File: config.mk
export PLATFORM = sky130hd
export DESIGN_NAME = fetch_unit
export DESIGN_NICKNAME = d
export VERILOG_FILES = /design/src/rtl/mips_pipe_pkg.sv /design/src/rtl/fetch_fifo.sv /design/src/rtl/fetch_unit_chk.sv /design/src/rtl/fetch_unit.sv
export SDC_FILE = /design/constraint.sdc
export NUM_CORES = 1
export LEC_CHECK = 0
export ABC_AREA = 1
export BUFFER_PORTS_ARGS = -buffer_cell sky130_fd_sc_hd__buf_4
export CORE_MARGIN = 10
export CORE_UTILIZATION = 38
export DETAILED_ROUTE_END_ITERATION = 6
export PLACE_DENSITY_LB_ADDON = 0.15
export SLEW_MARGIN = 15
export SYNTH_ARGS = -nofsm -noshare
export SYNTH_HDL_FRONTEND = slang
export SYNTH_SLANG_ARGS = --single-unit
export TNS_END_PERCENT = 10
File: constraint.sdc
create_clock -name clk -period 13.33 [get_ports clk]
set_input_delay 2.666 -clock clk [delete_from_list [all_inputs] [get_ports clk]]
set_output_delay 2.666 -clock clk [all_outputs]
set_load 0.01 [all_outputs]
File: src/rtl/mips_pipe_pkg.sv
// Shared types for the MIPS pipeline front end.
//   addr_t        : 32-bit byte address
//   instr_t       : 32-bit instruction word
//   fetch_entry_t : fetched instruction paired with its address
//   PC_STEP       : sequential PC increment
package mips_pipe_pkg;

   typedef logic [31:0] addr_t;
   typedef logic [31:0] instr_t;

   typedef struct packed {
      addr_t  pc;
      instr_t instr;
   } fetch_entry_t;

   localparam addr_t PC_STEP = 32'd4;

endpackage

File: src/rtl/fetch_fifo.sv
// Small synchronous FIFO used by the fetch unit (address queue and
// instruction buffer).
// Ports:
//   clk, rst        : clock, asynchronous active-high reset
//   push_i, data_i  : write an entry (caller guarantees not full unless popping)
//   pop_i           : drop the head entry (caller guarantees not empty)
//   flush_i         : empty the FIFO; wins over push/pop
//   count_o         : number of valid entries (0..DEPTH)
//   head_o          : oldest entry, read straight from storage
module fetch_fifo #(
   parameter int  DEPTH = 2,
   parameter type T     = logic [31:0]
) (
   input  logic                   clk,
   input  logic                   rst,
   input  logic                   push_i,
   input  T                       data_i,
   input  logic                   pop_i,
   input  logic                   flush_i,
   output logic [$clog2(DEPTH):0] count_o,
   output T                       head_o
);

   localparam int PW = $clog2(DEPTH);

   T              mem_q [DEPTH];
   logic [PW-1:0] rd_q;
   logic [PW-1:0] wr_q;
   logic [PW:0]   count_q;

   // Pointer, occupancy and storage update; pointers wrap since DEPTH is a power of 2.
   always_ff @(posedge clk or posedge rst) begin
      if (rst) begin
         rd_q    <= '0;
         wr_q    <= '0;
         count_q <= '0;
         for (int i = 0; i < DEPTH; i++) begin
            mem_q[i] <= '0;
         end
      end else if (flush_i) begin
         rd_q    <= '0;
         wr_q    <= '0;
         count_q <= '0;
      end else begin
         if (push_i) begin
            mem_q[wr_q] <= data_i;
            wr_q        <= wr_q + PW'(1'b1);
         end
         if (pop_i) begin
            rd_q <= rd_q + PW'(1'b1);
         end
         count_q <= count_q + (PW+1)'(push_i) - (PW+1)'(pop_i);
      end
   end

   assign count_o = count_q;
   assign head_o  = mem_q[rd_q];

endmodule

File: src/rtl/fetch_unit_chk.sv
// Protocol checker for the fetch unit.
// Ports:
//   clk, rst     : clock, asynchronous active-high reset (checks disabled in reset)
//   rsp_valid_i  : imem response valid
//   out_i        : outstanding request counter
//   aq_count_i   : address queue occupancy
//   keep_i       : response is being written into the instruction buffer
//   buf_full_i   : instruction buffer is full
module fetch_unit_chk #(
   parameter int CW = 2
) (
   input logic          clk,
   input logic          rst,
   input logic          rsp_valid_i,
   input logic [CW-1:0] out_i,
   input logic [CW-1:0] aq_count_i,
   input logic          keep_i,
   input logic          buf_full_i
);

   a_rsp_without_req : assert property (@(posedge clk) disable iff (rst)
      rsp_valid_i |-> (out_i != '0));

   a_buf_overflow : assert property (@(posedge clk) disable iff (rst)
      keep_i |-> !buf_full_i);

   a_aq_tracks_out : assert property (@(posedge clk) disable iff (rst)
      out_i == aq_count_i);

endmodule

File: src/rtl/fetch_unit.sv
// IF stage: owns the fetch PC, issues word fetches under a credit limit,
// buffers responses and presents one instruction per cycle downstream.
// A redirect flushes the buffer and drops every response still in flight.
// Ports:
//   clk, rst                         : clock, asynchronous active-high reset
//   imem_req_valid/ready/addr        : fetch request channel
//   imem_rsp_valid/data              : in-order response channel (no back-pressure)
//   stall_IF                         : hold current IF output
//   redirect_valid/redirect_pc       : taken branch/jump target
//   valid_IF/instr_IF/pc_IF/pc_plus4_IF : head of the instruction buffer
module fetch_unit
   import mips_pipe_pkg::*;
#(
   parameter addr_t RESET_PC = 32'h0000_0000,
   parameter int    DEPTH    = 2
) (
   input  logic        clk,
   input  logic        rst,
   output logic        imem_req_valid,
   input  logic        imem_req_ready,
   output logic [31:0] imem_req_addr,
   input  logic        imem_rsp_valid,
   input  logic [31:0] imem_rsp_data,
   input  logic        stall_IF,
   input  logic        redirect_valid,
   input  logic [31:0] redirect_pc,
   output logic        valid_IF,
   output logic [31:0] instr_IF,
   output logic [31:0] pc_IF,
   output logic [31:0] pc_plus4_IF
);

   localparam int CW = $clog2(DEPTH) + 1;

   addr_t         fetch_pc_q, fetch_pc_d;
   logic [CW-1:0] out_q, out_d;
   logic [CW-1:0] drop_q, drop_d;
   logic [CW-1:0] count_s;
   logic [CW-1:0] aq_count_s;
   logic [CW:0]   inflight_s;
   addr_t         aq_head_s;
   fetch_entry_t  head_s;
   fetch_entry_t  buf_wdata_s;
   logic          req_fire_s;
   logic          rsp_keep_s;
   logic          pop_s;

   // Credit counts buffered entries plus requests in flight, so a response
   // always finds room in the buffer.
   assign inflight_s     = {1'b0, count_s} + {1'b0, out_q};
   assign imem_req_valid = (inflight_s < (CW+1)'(DEPTH)) & ~rst;
   assign imem_req_addr  = fetch_pc_q;
   assign req_fire_s     = imem_req_valid & imem_req_ready;

   // A response landing in a redirect cycle is wrong-path as well.
   assign rsp_keep_s  = imem_rsp_valid & (drop_q == '0) & ~redirect_valid;
   assign buf_wdata_s = '{pc: aq_head_s, instr: imem_rsp_data};

   assign valid_IF    = (count_s != '0);
   assign pop_s       = valid_IF & ~stall_IF & ~redirect_valid;
   assign instr_IF    = valid_IF ? head_s.instr : 32'h0000_0000;
   assign pc_IF       = valid_IF ? head_s.pc : 32'h0000_0000;
   assign pc_plus4_IF = valid_IF ? (head_s.pc + PC_STEP) : 32'h0000_0000;

   // Next-state for PC, outstanding and drop counters.
   always_comb begin
      out_d = out_q + CW'(req_fire_s) - CW'(imem_rsp_valid);

      if (redirect_valid) begin
         // Everything accepted and not yet answered is wrong-path.
         drop_d = out_d;
      end else if (imem_rsp_valid && (drop_q != '0)) begin
         drop_d = drop_q - CW'(1'b1);
      end else begin
         drop_d = drop_q;
      end

      if (redirect_valid) begin
         fetch_pc_d = redirect_pc & 32'hFFFF_FFFC;
      end else if (req_fire_s) begin
         fetch_pc_d = fetch_pc_q + PC_STEP;
      end else begin
         fetch_pc_d = fetch_pc_q;
      end
   end

   // State registers.
   always_ff @(posedge clk or posedge rst) begin
      if (rst) begin
         fetch_pc_q <= RESET_PC;
         out_q      <= '0;
         drop_q     <= '0;
      end else begin
         fetch_pc_q <= fetch_pc_d;
         out_q      <= out_d;
         drop_q     <= drop_d;
      end
   end

   // Addresses of accepted requests, consumed in order by responses (kept or dropped).
   fetch_fifo #(.DEPTH(DEPTH), .T(addr_t)) u_addr_q (
      .clk     (clk),
      .rst     (rst),
      .push_i  (req_fire_s),
      .data_i  (fetch_pc_q),
      .pop_i   (imem_rsp_valid),
      .flush_i (1'b0),
      .count_o (aq_count_s),
      .head_o  (aq_head_s)
   );

   fetch_fifo #(.DEPTH(DEPTH), .T(fetch_entry_t)) u_instr_buf (
      .clk     (clk),
      .rst     (rst),
      .push_i  (rsp_keep_s),
      .data_i  (buf_wdata_s),
      .pop_i   (pop_s),
      .flush_i (redirect_valid),
      .count_o (count_s),
      .head_o  (head_s)
   );

   fetch_unit_chk #(.CW(CW)) u_chk (
      .clk         (clk),
      .rst         (rst),
      .rsp_valid_i (imem_rsp_valid),
      .out_i       (out_q),
      .aq_count_i  (aq_count_s),
      .keep_i      (rsp_keep_s),
      .buf_full_i  (count_s == CW'(DEPTH))
   );

endmodule

Yosys cells after proc, flatten, opt, wreduce, memory -nomap -nowiden

Cells that the tools add are included.

Word-level logic and storage cells: 81
Output and inout bits: 130
Bits in registers: 234

Reduce and logical (&&, ||, !) cells: 11
$add $sub $neg: 12
$lt $le $gt $ge: 7
Bitwise logic cells: 13
Mux-type cells: 24

Operators by type and width:

| operator                | number |
|---|---|
| $mux W32                | 9 |
| $mux W64                | 4 |
| $bwmux W128             | 1 |
| $add A32 B3 Y32 const B | 2 |
| $bwmux W64              | 1 |
| $demux W64 S1           | 1 |
| $demux W32 S1           | 1 |
| $reduce_bool A2 Y1      | 6 |
| $ge A2 B2 Y1 const B    | 4 |
| $not A1 Y2              | 4 |
| $and A1 B1 Y1           | 6 |
| $mux W2                 | 3 |
| $add A1 B1 Y1 const B   | 4 |
| $add A2 B1 Y2           | 2 |
| $lt A2 B1 Y1 const B    | 2 |
| $mux W1                 | 4 |
| $sub A2 B1 Y2           | 2 |
| $add A2 B2 Y3           | 1 |
| $logic_and A1 B1 Y1     | 3 |
| $lt A3 B2 Y1 const B    | 1 |
| $not A1 Y1              | 3 |
| $logic_not A2 Y1        | 1 |
| $reduce_and A2 Y1       | 1 |
| $sub A2 B1 Y2 const B   | 1 |

Logic depth before layout (Yosys ltp)

Gate-level depths: netlist of the first run.

Depth after elaboration: 7
Depth in mapped cells: 15

Modules after synthesis

From an unflattened synthesis of the first run, not the netlist that was laid out.

Cells, all modules: 1617
Area, all modules: 13195.2 sq um

Modules (own cells, without submodules):

| module                   | cells an instance | area an instance (sq um) | times used | seq. area each (sq um) |
|---|---|---|---|---|
| fetch_fifo (u_instr_buf) | 574               | 6085.8                   | 1          | 3303.2 |
| fetch_unit               | 743               | 4013.8                   | 1          | 850.8 |
| fetch_fifo (u_addr_q)    | 300               | 3095.5                   | 1          | 1701.6 |

Worst setup path after synthesis of the first run

No wires, ideal clock.

Path kind: input-to-output
Start point: in rst
End point: out imem_req_valid
Required time: 10.664 ns
Setup slack: 7.798 ns
Cell stages on the path: 1
Arrival: 2.866 ns
Cell sequence: nor3_4

Cells in the longest elaborated chain, start to end: 2

RTL lines:

| what            | line             | text |
|---|---|---|
| start, declared | fetch_unit.sv:18 | `input logic rst,` |
| $not A1 Y1      | fetch_unit.sv:51 | `assign imem_req_valid = (inflight_s < (CW+1)'(DEPTH)) & ~rst;` |
| $and A1 B1 Y1   | fetch_unit.sv:51 |  |
| end, declared   | fetch_unit.sv:19 | `output logic imem_req_valid,` |

Every way passes these cells.

Worst setup path in the final report of the first run

Start point: reg u_instr_buf.rd_q
End point: out pc_plus4_IF[9]

Cells in the longest elaborated chain, start to end: 6

RTL lines:

| what                                        | line             | text |
|---|---|---|
| start, declared                             | fetch_fifo.sv:27 | `logic [PW-1:0] rd_q;` |
| start signal, assigned                      | fetch_fifo.sv:50 | `rd_q <= rd_q + PW'(1'b1);` |
| $not A1 Y2 (implied by the code)            | fetch_fifo.sv:57 | `assign head_o = mem_q[rd_q];` |
| $mux W64 (implied by the code) (3 in a row) | fetch_fifo.sv:57 |  |
| $add A32 B3 Y32                             | fetch_unit.sv:63 | `assign pc_plus4_IF = valid_IF ? (head_s.pc + PC_STEP) : 32'h0000_0000;` |
| $mux W32                                    | fetch_unit.sv:63 |  |
| end, declared                               | fetch_unit.sv:30 | `output logic [31:0] pc_plus4_IF` |

Every way passes these cells. The select of a mux whose other input is x is not followed.

==> impl_metrics.py, run 1 <==
metrics = {
    "status": {
        "status": "completed",
    },
    "power": {
        "internal_power_mw": 1.80,
        "pwr-share-clk": 0.248,
        "power.share.sequential": 0.385,
        "swShare": 0.383,
        "power_frac_comb": 0.367,
        "power_switching_mw": 1.12,
        "p_leak_nw": 7.29,
        "power-per-cell-area_nw_per_um2": 202,
        "peakVddDrop_v": 0.0000953,
    },
    "run": {
        "cap_violations": 0,
    },
    "route": {
        "met3_length_um": 2500,
        "wl_um": 34300,
        "ant_nets": 0,
        "drtIter0Drc": 819,
        "drtPass1Iterations": 5,
        "via_count": 10473,
        "met1_length_um": 16700,
        "via_per_inst": 4.83,
        "top_layer": "met4",
        "routedWlPerCell_um": 15.8,
        "met2WireLength_um": 14600,
        "drc": 0,
    },
    "final_layout": {
        "layout_common_cells": "nand2_1, dfrtp_1, buf_4",
        "antenna_cells": 0,
        "layout_commonest_cell": "nand2_1",
        "syn_to_final_growth_pct": 21.1,
        "drive_gt1_frac": 0.172,
        "fin_nets": 1832,
    },
    "sta": {
        "period_needed_ps": 6230,
        "setup_viol": 0,
        "finClkSkew_ps": 11.1,
        "worst_pin_slew_ps": 976,
        "fin_ws_ps": 7100,
        "slew_violations": 0,
        "grt_setup_unrepaired": "no",
        "max_freq_mhz": 161,
        "min_period_over_period": 0.467,
        "tns_ps": 0,
        "relSlewSlack": 0.350,
        "timing.final.hold_violations": 0,
        "fin_hold_ws_ps": 477,
    },
    "worst_setup_path": {
        "crit_fanout": 82,
        "r2r_slack_ps": 10500,
        "critPathKind": "reg2out",
        "critPathLaunch": "u_instr_buf.rd_q",
        "reg2regPathDepth": 10,
        "r2r_start": "u_instr_buf.count_o[0]",
        "critPathLaunchType": "register",
        "crit_arrival_ps": 3560,
        "crit_required_ps": 10660,
        "rr_endpoint": "imem_req_addr[26]",
        "crit_path_end_kind": "primary output",
    },
    "clock_network": {
        "cts_buffer_depth": 3,
        "cts_tree": "yes",
        "postCtsHoldBufs": 0,
        "cts-resized-gates": 0,
        "h-tree-depth": 1,
        "clk_latency_ps": 520,
        "numCtsBuffers": 26,
        "clock-sinks": 224,
        "cts_setup_buffers": 0,
        "cts.clk_slew.worst_paths_ps": 60,
        "root_buffer": "clkbuf_16",
    },
    "global_route": {
        "grt_pass1_wl_um": 56400,
        "grt_usage": 0.176,
        "grt_pass1_vias": 10471,
        "antenna_found_initial": 0,
        "grt_overflow": 0,
        "grt_max_degree": 100,
    },
    "synth": {
        "ys_ff_latch": 224,
        "synthCells": 1606,
        "synth.distinct_cells": 44,
        "syn_avg_cell_area_sq_um": 7.44,
        "netlist_area_sq_um": 12000,
        "synth_edf_count": 0,
        "ys_warn_count": 0,
        "seq_area_frac_synth": 0.469,
        "synthFlopType": "dfrtp_1",
        "synth-async-reset-ratio": 1.00,
    },
    "die": {
        "core_area_sq_um": 30800,
        "die_w_um": 197,
        "initial_utilization": 0.388,
        "die_height_um": 197,
        "io_pins": 200,
        "die-area_sq_um": 38900,
        "rows": 64,
    },
    "worst_hold_path": {
        "hold_depth": 2,
        "min_from": "u_instr_buf.mem_q[106]",
        "worstHoldEndpoint": "u_instr_buf.mem_q[106]",
        "hp-class": "reg2reg",
    },
    "place": {
        "port_buffers": 191,
        "dp_slack_ps": 7500,
        "gp_congestion": 0.870,
        "hpwlAfterDp_um": 24100,
    },
}
[power groups by stage]
stage,sequential (mW),clock [mW],combinational (mW)
2_1_floorplan,1.09,0,0.738
3_3_place_gp,1.12,0,1.06
3_5_place_dp,1.13,0,1.08
4_1_cts,1.12,0.745,1.08
5_1_grt,1.16,0.771,1.24
6_report,1.12,0.723,1.07
[worst max-delay path: stages, from the launching register on]
cell and delay [ps]:
dfrtp_2 330, buf_4 730, inv_6 420, nand2_1 150
nand2_1 220, nand2_4 160, nor2_1 80, nand2_2 160
inv_1 80, o21ai_0 380, inv_1 110, buf_4 170
[how the worst max path moves through the flow]
stage | to | slack [ps] | cells after the start
2_1_floorplan | drop_q[0] | 4530 | 1
3_3_place_gp | imem_req_valid | 7490 | 3
3_5_place_dp | imem_req_valid | 7500 | 3
4_1_cts | pc_plus4_IF[9] | 7130 | 11
5_1_grt | pc_plus4_IF[9] | 6890 | 11
6_report | pc_plus4_IF[9] | 7100 | 11
[registers in the layout, summed over array words and instances (netlist names)]
signal and count:
drop_q 2, imem_req_addr 30, out_q 2, u_addr_q.mem_q 60, u_addr_q.rd_q 1, u_addr_q.wr_q 1, u_instr_buf.count_o 2, u_instr_buf.mem_q 124
u_instr_buf.rd_q 1, u_instr_buf.wr_q 1
[per-layer routing]
layer,track usage,vias to the layer above
met2,0.268,294
met3,0.0358,38
met4,0.0379,0
met1,0.251,4838
li1,-,5303
met5,0,-
[through the flow]
step | power [mW] | instance area (sq um) | cells | util
2_1_floorplan | 1.83 | 12000 | 1611 | -
3_3_place_gp | 2.18 | 13600 | 2121 | 0.440
3_5_place_dp | 2.21 | 13600 | 2121 | 0.440
4_1_cts | 2.95 | 14400 | 2169 | 0.469
5_1_grt | 3.17 | 14500 | 2170 | 0.469
6_report | 2.92 | 14500 | 2170 | 0.469
[Yosys cell counts, drive strengths merged (2+ instances only)]
library cell	n	area share
inv	181	0.057
nand3b	2	0.0013
o21a	18	0.011
xnor2	6	0.0044
o21bai	10	0.0063
dfrtp	224	0.47
a22o	2	0.0015
clkbuf	50	0.016
nand2	602	0.19
ha	7	0.0073
buf	38	0.022
and2	2	0.0010
nand4	13	0.0068
a21oi	52	0.022
o21ai	184	0.078
o211ai	6	0.0038
nor2	107	0.039
xor2	20	0.015
mux2	14	0.013
nand3	52	0.022
nor3	8	0.0043
[final cells by class]
| class | count | area [sq um] |
|---|---|---|
| flip-flops and latches | 224 | 5610 |
| multi-input cells | 1117 | 5240 |
| well taps | 396 | 495 |
| repair buffers | 203 | 1540 |
| fillers | 3143 | 16400 |
| inverters | 182 | 696 |
| clock buffers | 39 | 791 |
| clock inverters | 9 | 100 |
[cell families (layout without fill, tap and decap cells)]
group,count (synthesis),after routing,synth area share
other,1,6,0.000314
DFF,224,224,0.469
xor gates and xnor gates,26,26,0.0191
buffers and inverters,270,433,0.0956
muxes,14,14,0.0132
and+or+nand+nor,788,788,0.270
AOI/OAI and AO/OA,275,275,0.124
adders and majority gates,8,8,0.00900
(Power assumes the default switching activity.)
==> inputs of run 2 (changes only) <==
clock period = 5.2 ns   (was 13.33 ns; I/O delays follow)
==> impl_metrics.py, run 2 (synthesized netlist as in run 1, its figures left out) <==
metrics = {
    "route": {
        "ant_nets": 0,
        "drtIter0Drc": 742,
        "drtPass1Iterations": 5,
        "via_per_inst": 4.85,
        "wl_um": 34800,
        "routedWlPerCell_um": 16.1,
        "drc": 0,
        "via_count": 10518,
    },
    "worst_setup_path": {
        "critPathKind": "reg2out",
        "crit_path_end_kind": "primary output",
        "crit_arrival_ps": 3440,
        "rr_endpoint": "imem_req_addr[26]",
        "critPathLaunchType": "register",
        "cpLargestDelayFamily": "simple AND/OR/NAND/NOR gates",
        "r2r_slack_ps": 2330,
        "path_cells": "buf_4, nand2_1, nand2_1, nand2_4, nor2_1, nand3b_1, nor2_1, nand3_1, nand2_1, inv_1, buf_4",
        "crit_required_ps": 4160,
        "reg2regPathDepth": 10,
        "r2r_start": "u_instr_buf.count_o[0]",
        "cpPeakStageDelay_ps": 760,
        "crit_slowest_cell": "dfrtp_2",
        "crit_fanout": 52,
        "critPathBufInv": 3,
        "cp_common_cell": "nand2_1",
    },
    "sta": {
        "grt_setup_unrepaired": "no",
        "max_freq_mhz": 223,
        "setup_viol": 0,
        "relSlewSlack": 0.271,
        "slew_violations": 0,
        "timing.final.hold_violations": 0,
        "finClkSkew_ps": 10.3,
        "worst_pin_slew_ps": 1090,
        "tns_ps": 0,
        "period_needed_ps": 4480,
        "min_period_over_period": 0.862,
    },
    "clock_network": {
        "h-tree-depth": 1,
        "numCtsBuffers": 26,
        "cts_setup_buffers": 0,
        "cts_buffer_depth": 3,
        "postCtsHoldBufs": 0,
        "cts-resized-gates": 0,
        "root_buffer": "clkbuf_16",
        "clock-sinks": 224,
        "cts.clk_slew.worst_paths_ps": 60,
        "cts_tree": "yes",
        "clk_latency_ps": 530,
    },
    "final_layout": {
        "layout_common_cells": "nand2_1, dfrtp_1, buf_4",
        "largest_reg_flops": 124,
        "regMostFlops": "u_instr_buf.mem_q",
        "antenna_cells": 0,
        "drive_gt1_frac": 0.171,
        "final_core_util": 0.471,
        "layout_commonest_cell": "nand2_1",
        "fin_nets": 1832,
        "multi_input_area_sq_um": 5240,
        "syn_to_final_growth_pct": 21.5,
        "layout.area.seq_sq_um": 5610,
        "fillCellCount": 3141,
    },
    "global_route": {
        "grt_pass1_vias": 10502,
        "grt_pass1_wl_um": 56900,
        "grt_overflow": 0,
        "antenna_found_initial": 0,
        "grt_usage": 0.178,
        "grt_max_degree": 115,
    },
    "die": {
        "initial_utilization": 0.388,
        "rows": 64,
        "die_height_um": 197,
        "core_area_sq_um": 30800,
        "die-area_sq_um": 38900,
        "die_w_um": 197,
        "io_pins": 200,
    },
    "worst_hold_path": {
        "hold_depth": 2,
        "hp-class": "reg2reg",
        "worstHoldEndpoint": "u_instr_buf.mem_q[39]",
        "min_from": "u_instr_buf.mem_q[39]",
    },
    "power": {
        "peakVddDrop_v": 0.000256,
        "p_leak_nw": 7.31,
        "power-per-cell-area_nw_per_um2": 522,
    },
    "place": {
        "gp_congestion": 0.872,
        "hpwlAfterDp_um": 24400,
        "port_buffers": 191,
    },
    "run": {
        "cap_violations": 0,
    },
    "status": {
        "status": "completed",
    },
}
## run 2: cell count changes in the layout (fill, tap and decap cells not counted), sizes merged
cell / change
bufinv: +3
clkbuf: -5
clkinv: +1
clkinvlp: +1
## run 2: worst max-delay path by stage
stage	cells past startpoint	startpoint	to	slack, ps
global placement	11	u_instr_buf.rd_q	pc_plus4_IF[27]	1340
CTS	11	u_instr_buf.rd_q	pc_plus4_IF[27]	720
floorplan	1	rst	drop_q[0]	1240
global route	11	u_instr_buf.rd_q	pc_plus4_IF[27]	490
finish	11	u_instr_buf.rd_q	pc_plus4_IF[27]	720
detailed placement	11	u_instr_buf.rd_q	pc_plus4_IF[27]	1300
## run 2: tightest hold or removal path: stages (launching register included)
cell     delay [ps]
dfrtp_1         340
nand2_1          60
nand2_1          50
## run 2: report_power, final
group | switching, mW | leakage, nW | internal, mW
registers | 0.434 | 2.79 | 2.46
logic | 1.74 | 4.07 | 1.01
clock network | 0.730 | 0.444 | 1.20
total | 2.90 | 7.31 | 4.68
## run 2: metal layers
metal / vias up / GRT usage / routed length [um] / share of wire
met4: 0 / 0.0313 / 459 / 0.013
li1: 5306 / - / - / -
met2: 260 / 0.272 / 15100 / 0.43
met5: - / 0 / 0 / 0
met3: 33 / 0.0341 / 2160 / 0.062
met1: 4919 / 0.258 / 17100 / 0.49
## run 2: metrics by stage
stage	instances	instance area, sq um	hold slack (ps)	setup slack [ps]	power, mW
finish	2170	14500	476	720	7.58
global route	2170	14500	488	490	8.22
CTS	2168	14500	478	725	7.65
detailed placement	2120	13600	463	1300	5.67
global placement	2120	13600	459	1340	5.61
floorplan	1611	12000	444	1240	4.69
## run 2: area by class of cell
class / count / area share
repair buffers: 203 / 0.108
inverters: 182 / 0.0476
multi-input cells: 1117 / 0.361
well taps: 396 / 0.0341
flip-flops and latches: 224 / 0.386
clock inverters: 14 / 0.0148
clock buffers: 34 / 0.0482
==> inputs of run 3 (changes only) <==
PLACE_DENSITY = 0.64   (was not set)
PLACE_DENSITY_LB_ADDON = not set   (was 0.15)
==> impl_metrics.py, run 3 (synthesized netlist as in run 1, its figures left out) <==
metrics = {
    "status": {
        "status": "completed",
    },
    "worst_setup_path": {
        "path_cells": "inv_6, nand2_1, nand2_1, nand2_4, nor2_1, nand3b_1, nor2_1, nand3_1, nand2_1, inv_1, buf_4",
        "crit_required_ps": 4160,
        "critPathKind": "reg2out",
        "cpLargestDelayFamily": "simple AND/OR/NAND/NOR gates",
        "cpPeakStageDelay_ps": 740,
        "critPathLaunchType": "register",
        "critPathLaunch": "u_instr_buf.rd_q",
        "crit_fanout": 57,
        "cp_common_cell": "nand2_1",
        "crit_arrival_ps": 3310,
        "r2r_start": "u_instr_buf.count_o[0]",
        "crit_slowest_cell": "dfrtp_2",
        "critPathBufInv": 3,
        "crit_path_end_kind": "primary output",
    },
    "clock_network": {
        "clk_latency_ps": 520,
        "cts_buffer_depth": 3,
        "numCtsBuffers": 26,
        "cts.clk_slew.worst_paths_ps": 50,
        "cts_tree": "yes",
        "h-tree-depth": 1,
        "root_buffer": "clkbuf_16",
        "cts_setup_buffers": 0,
        "clock-sinks": 224,
        "cts-resized-gates": 0,
        "postCtsHoldBufs": 0,
    },
    "sta": {
        "period_needed_ps": 4350,
        "max_freq_mhz": 230,
        "worst_pin_slew_ps": 992,
        "setup_viol": 0,
        "tns_ps": 0,
        "min_period_over_period": 0.837,
        "finClkSkew_ps": 10.8,
        "relSlewSlack": 0.339,
        "timing.final.hold_violations": 0,
        "grt_setup_unrepaired": "no",
        "fin_ws_ps": 845,
        "slew_violations": 0,
    },
    "route": {
        "drc": 0,
        "wl_um": 33800,
        "via_per_inst": 4.83,
        "drtIter0Drc": 703,
        "ant_nets": 0,
        "routedWlPerCell_um": 15.6,
        "via_count": 10476,
        "drtPass1Iterations": 5,
    },
    "power": {
        "power-per-cell-area_nw_per_um2": 517,
        "peakVddDrop_v": 0.000265,
        "p_leak_nw": 7.31,
    },
    "final_layout": {
        "largest_reg_flops": 124,
        "antenna_cells": 0,
        "regMostFlops": "u_instr_buf.mem_q",
        "multi_input_area_sq_um": 5240,
        "fillCellCount": 3057,
        "final_cells": 2169,
        "design_area_sq_um": 14500,
        "syn_to_final_growth_pct": 21.4,
        "drive_gt1_frac": 0.173,
        "layout.area.seq_sq_um": 5610,
        "layout_commonest_cell": "nand2_1",
        "layout_common_cells": "nand2_1, dfrtp_1, buf_4",
        "fin_nets": 1832,
    },
    "die": {
        "core_area_sq_um": 30800,
        "rows": 64,
        "die-area_sq_um": 38900,
        "die_w_um": 197,
        "io_pins": 200,
        "die_height_um": 197,
        "initial_utilization": 0.388,
    },
    "global_route": {
        "grt_pass1_vias": 10051,
        "grt_usage": 0.169,
        "grt_overflow": 0,
        "grt_pass1_wl_um": 54400,
        "antenna_found_initial": 0,
        "grt_max_degree": 92,
    },
    "place": {
        "gp_congestion": 0.903,
        "dpl-instance-area_sq_um": 13600,
        "dp_cells": 2121,
        "port_buffers": 191,
        "dp_slack_ps": 1370,
        "hpwlAfterDp_um": 23600,
    },
    "worst_hold_path": {
        "hp-class": "reg2reg",
        "min_from": "u_instr_buf.mem_q[42]",
    },
    "run": {
        "cap_violations": 0,
    },
}
run 3: changes by cell type in the layout (fill, tap and decap cells not counted), sizes merged:
cell | before | now
inv | 181 | 180
bufinv | 5 | 2
clkinv | 7 | 6
clkinvlp | 3 | 2
clkbuf | 34 | 39
run 3: layout make-up:
cell class                      instances  area share
Clock buffer                           39      0.0559
Sequential cell                       224       0.386
Multi-Input combinational cell       1117       0.361
Clock inverter                          8     0.00664
Timing Repair Buffer                  203       0.108
Tap cell                              396      0.0342
Inverter                              182      0.0477
run 3: worst paths after layout:
| kind | to | slack, ps | depth (start not counted) |
|---|---|---|---|
| max | pc_plus4_IF[27] | 850 | 11 |
| min | u_instr_buf.mem_q[42] | 480 | 2 |
| max reg2reg | imem_req_addr[26] | 2310 | 10 |
| min reg2reg | u_instr_buf.mem_q[42] | 480 | 2 |
| max in group asynchronous | imem_req_addr[17] | 3590 | 3 |
| min in group asynchronous | out_q[0] | 670 | 2 |
run 3: power by group:
part / internal, mW / total [mW] / leakage, nW / switching (mW)
Combinational: 1.01 / 2.68 / 4.07 / 1.67
Sequential: 2.46 / 2.93 / 2.79 / 0.474
Clock: 1.17 / 1.88 / 0.449 / 0.714
run 3: layer usage:
| layer | wire length [um] | vias up | track usage |
|---|---|---|---|
| met5 | 0 | - | 0 |
| met4 | 575 | 0 | 0.0353 |
| met3 | 2330 | 39 | 0.0346 |
| met2 | 14600 | 301 | 0.258 |
| met1 | 16400 | 4837 | 0.243 |
| li1 | - | 5299 | - |
run 3: through the flow:
step	util	power, mW	hold slack [ps]
3_3_place_gp	0.440	5.56	457
4_1_cts	0.470	7.57	482
6_report	0.471	7.50	477
3_5_place_dp	0.440	5.65	465
5_1_grt	0.471	8.12	500
2_1_floorplan	-	4.69	444
run 3: worst register-to-register path, cell delays in order, from the launching register on:
cell     delay, ps
dfrtp_1        430
nand2_1         90
inv_1           50
fa_1           480
nor3_4         320
nand2_2        230
nand2_1        440
inv_1          350
a22o_1         270
inv_1           50
o21ai_0         60
